## src/rtl/regfile_2r1w.sv

```systemverilog
// 2-read/1-write architectural register file; register 0 is hardwired to zero.
// Optional same-cycle write-to-read forwarding is enabled with `define REGFILE_BYPASS_EN.
module regfile_2r1w #(
    parameter int DATA_WIDTH = 32,
    parameter int ADDR_WIDTH = 5
) (
    input  logic                  clock,
    input  logic                  ctrl_reset_n,
    input  logic                  ctrl_writeEnable,
    input  logic [ADDR_WIDTH-1:0] ctrl_writeReg,
    input  logic [DATA_WIDTH-1:0] data_writeReg,
    input  logic [ADDR_WIDTH-1:0] ctrl_readRegA,
    input  logic [ADDR_WIDTH-1:0] ctrl_readRegB,
    output logic [DATA_WIDTH-1:0] data_readRegA,
    output logic [DATA_WIDTH-1:0] data_readRegB
);

    localparam int NUM_REGS = 2 ** ADDR_WIDTH;
    localparam logic [DATA_WIDTH-1:0] ZERO_DATA = {DATA_WIDTH{1'b0}};
    localparam logic [ADDR_WIDTH-1:0] ZERO_ADDR = {ADDR_WIDTH{1'b0}};

    logic [DATA_WIDTH-1:0] regs_r [NUM_REGS];
    logic [NUM_REGS-1:1]   wr_en_s;
    logic [DATA_WIDTH-1:0] rd_a_s;
    logic [DATA_WIDTH-1:0] rd_b_s;

    // One-hot write decode; a disabled write yields no enables even with X/Z indices.
    always_comb begin
        wr_en_s = {(NUM_REGS-1){1'b0}};
        if (ctrl_writeEnable == 1'b1) begin
            for (int i = 1; i < NUM_REGS; i++) begin
                if (ctrl_writeReg == ADDR_WIDTH'(i)) begin
                    wr_en_s[i] = 1'b1;
                end else begin
                    wr_en_s[i] = 1'b0;
                end
            end
        end else begin
            wr_en_s = {(NUM_REGS-1){1'b0}};
        end
    end

    // Storage update: reset clears everything and wins over a coincident write.
    always_ff @(posedge clock) begin
        if (ctrl_reset_n == 1'b0) begin
            for (int i = 0; i < NUM_REGS; i++) begin
                regs_r[i] <= ZERO_DATA;
            end
        end else begin
            regs_r[0] <= ZERO_DATA;
            for (int i = 1; i < NUM_REGS; i++) begin
                if (wr_en_s[i]) begin
                    regs_r[i] <= data_writeReg;
                end
            end
        end
    end

    // Read port A mux (index 0 reads zero, forwarding only when the bypass build is selected).
    always_comb begin
        rd_a_s = ZERO_DATA;
        if (ctrl_readRegA == ZERO_ADDR) begin
            rd_a_s = ZERO_DATA;
`ifdef REGFILE_BYPASS_EN
        end else if ((ctrl_reset_n == 1'b1) && (ctrl_writeEnable == 1'b1) &&
                     (ctrl_writeReg != ZERO_ADDR) && (ctrl_readRegA == ctrl_writeReg)) begin
            rd_a_s = data_writeReg;
`endif
        end else begin
            rd_a_s = regs_r[ctrl_readRegA];
        end
    end

    // Read port B mux, identical in structure to port A.
    always_comb begin
        rd_b_s = ZERO_DATA;
        if (ctrl_readRegB == ZERO_ADDR) begin
            rd_b_s = ZERO_DATA;
`ifdef REGFILE_BYPASS_EN
        end else if ((ctrl_reset_n == 1'b1) && (ctrl_writeEnable == 1'b1) &&
                     (ctrl_writeReg != ZERO_ADDR) && (ctrl_readRegB == ctrl_writeReg)) begin
            rd_b_s = data_writeReg;
`endif
        end else begin
            rd_b_s = regs_r[ctrl_readRegB];
        end
    end

    assign data_readRegA = rd_a_s;
    assign data_readRegB = rd_b_s;

endmodule

```

## config.mk

```make
export PLATFORM = sky130hd
export DESIGN_NAME = regfile_2r1w
export DESIGN_NICKNAME = d
export VERILOG_FILES = /design/src/rtl/regfile_2r1w.sv
export SDC_FILE = /design/constraint.sdc
export NUM_CORES = 2
export LEC_CHECK = 0
export CAP_MARGIN = 20
export CORE_MARGIN = 2
export CORE_UTILIZATION = 50
export DETAILED_ROUTE_END_ITERATION = 10
export GPL_ROUTABILITY_DRIVEN = 0
export PLACE_DENSITY = 0.66
export SYNTH_ARGS = -nofsm -noshare
export SYNTH_HDL_FRONTEND = slang
export SYNTH_SLANG_ARGS = --single-unit
```

## constraint.sdc

```tcl
create_clock -name clock -period 5.3 [get_ports clock]
set_clock_uncertainty 0.15 [all_clocks]
set_input_delay 1.06 -clock clock [delete_from_list [all_inputs] [get_ports clock]]
set_output_delay 1.06 -clock clock [all_outputs]
set_load 0.01 [all_outputs]
```

==> flow_summary.yaml <==
logic_synthesis:
  syn_area_per_cell_um2: 14.8
  synth_warnings: 0
  synth-edff-count: 992
  synth.net_count: 3362
  syn_inst: 3312
  yosysSeqAreaShare_pct: 60.6
  netlist_area_um2: 49200
  ys_async_sr_fraction_pct: 0
  yosys.area.top_type: "edfxtp_1"
  ys_ff_latch: 992
  yosys.area.top_type_share_pct: 60.6
  synth_area_leaders: "edfxtp_1 (61%), mux4_2 (19%), nor2_1 (4.7%), mux2i_1 (3.0%), nand2_1 (1.9%)"
  ys_types: 42
  synth_ff_type: "edfxtp_1"
placed_design:
  dp_hpwl_mm: 102
  portBuffers: 113
  dp.cells: 4623
  placed_cell_area_um2: 52900
  dpl_worst_slack_ns: 0.485
worst_setup_path:
  critPathKind: "primary input to output pin"
  start_kind: "primary input"
  path_max_fanout: 36
  crit_required_ns: 4.09
  worstPathArrival_ns: 3.67
  critPathLaunch: "ctrl_readRegA[1]"
  critPathCaptureType: "output pin"
routing:
  vias: 33401
  first_pass_iters: 6
  drc: 0
  wirelength_mm: 166
  wl_per_cell_um: 34.5
  first_iter_violations: 5065
  drtAntennaViolNets: 0
  routed_via_density: 6.94
clock_network:
  cts_resized: 0
  postCtsSetupRepairBufs: 0
  cts_tree: "done"
  holdBufCountCts: 0
  cts_made_buffers: 104
  clock-sinks: 992
  htree_levels: 3
  clockRootBuffer: "clkbuf_16"
  clk_pin_slew_worst_paths_ns: 0.06
  clockBufferDepth: 3
timing:
  worst_slack_ns: 0.423
  slew_viol_final: 0
  period_needed_ns: 4.88
  tightest_slew_ns: 1.08
  fmax_mhz: 205
  post-route-period-util_pct: 92.0
  rsz0062_at_grt: "no"
  relSlewSlack_pct: 28.0
  hold_viol_final: 0
  tns_ns: 0
  setup_viol_count_final: 0
layout:
  largestRegisters: "regs_r (992)"
  area_growth_pct: 14.1
  layout_common_cells: "edfxtp_1 (992), nor2_1 (611), mux4_2 (410)"
  largest_reg_flops: 992
  design_area_um2: 56100
  stdcell_count: 4815
  final_nets: 3492
  registers.top_by_ff_count: "regs_r"
  fillCellCount: 7583
  final_common_cell: "edfxtp_1"
  multiInputGateArea_um2: 18000
  seq_area_um2: 29800
  drive_gt1_share_pct: 25.1
global_routing:
  grt_pass1_wl_mm: 237
  grt_max_degree: 71
  grtUsageTotal_pct: 32.9
  grt_pass1_vias: 33776
  grt_remaining_overflow: 0
  grt_antenna_before_repair: 6
min_path:
  holdPathStages: 4
  hold_class: "primary input to flip-flop"
  holdCritStartpoint: "data_writeReg[21]"
  whs_endpoint: "regs_r[2][21]"
die:
  die_area_um2: 101000
  io_pins: 114
  core_um2: 97800
  die_w_um: 318
  initial_utilization_pct: 50.2
  fp.dieH_um: 318
  rows: 115
power_and_ir_drop:
  power.total_mw: 19.1
  peakVddDrop_uv: 344
  leakage_nw: 19.1
  pwr_density_cell_nw_per_um2: 341
run:
  maxCapViolations: 0
run_status:
  run_status: "finished, final reports clean"
## worst max path at each step
stage | end | slack, ns
final | data_readRegA[29] | 0.42
after global routing | data_readRegA[23] | 0.31
after CTS | data_readRegA[13] | 0.48
after detailed placement | data_readRegA[13] | 0.48
after global placement | data_readRegA[9] | 0.47
after floorplan | regs_r[18][0] | 0.53
## area by class of cell
cell class	count	area share, %
sequential	992	53.1
multi-input combinational	1982	32.2
timing repair buffer	324	5.94
clock buffer	140	4.99
tap	1287	2.87
clock inverter	51	0.676
inverter	38	0.259
antenna	1	0.00446
## cell families after synthesis
family	share of synthesized area, %
AND/OR/NAND/NOR	8.26
flip-flops	60.6
multiplexers	23.5
buffers and inverters	3.25
AO/OA/AOI/OAI	4.44
## cells in the mapped netlist, types with 2 or more instances
master      n
nor2_1    611
o32ai_1     5
buf_4      10
clkinv_1    2
inv_1      36
buf_1      16
o21ai_1    47
nand2_1   252
and2b_1     2
or3_1       2
mux4_2    410
a21oi_1   118
a22oi_1    30
buf_6      23
edfxtp_1  992
nor2b_1    47
a31oi_1     6
mux2_1      5
nand2b_1    6
mux2i_1   147
mux2_2     68
o21ai_0    23
a41oi_1     5
a211oi_1    3
nor3_1     34
and3_1      4
o211ai_1   34
buf_2      93
a22o_1      5
o221ai_1   19
nand3_1    47
o31ai_1     2
clkbuf_1  157
o22ai_1     5
a221oi_1   39
## power by group
group          internal [mW]  leakage, nW  switching [mW]  total (mW)
Combinational           1.16         8.01            1.52        2.68
Sequential              9.22         9.52           0.275        9.50
Clock                   3.93         1.54            3.04        6.97
Total                   14.3         19.1            4.84        19.1
## metrics by stage
step / utilization, % / hold slack, ns
floorplan: - / 1.25
global placement: 54.1 / 1.85
detailed placement: 54.1 / 1.86
CTS: 57.3 / 1.16
global route: 57.3 / 1.21
finish: 57.3 / 1.19
## metal layers
layer,global-route usage (%),vias up,wire length [um]
met1,42.6,17182,58100
met3,6.87,567,18900
met5,0,-,40
met2,52.6,2498,78700
li1,-,13148,-
met4,17.7,6,10400
## critical path, stage by stage
cell,delay [ns]
buf_8,0.36
buf_12,0.24
buf_4,0.22
nor3_1,0.09
nor3_4,0.19
buf_4,0.25
nand2_1,0.11
o211ai_1,0.37
clkdlybuf4s50_1,0.69
Power figures use the tool's default switching activity.
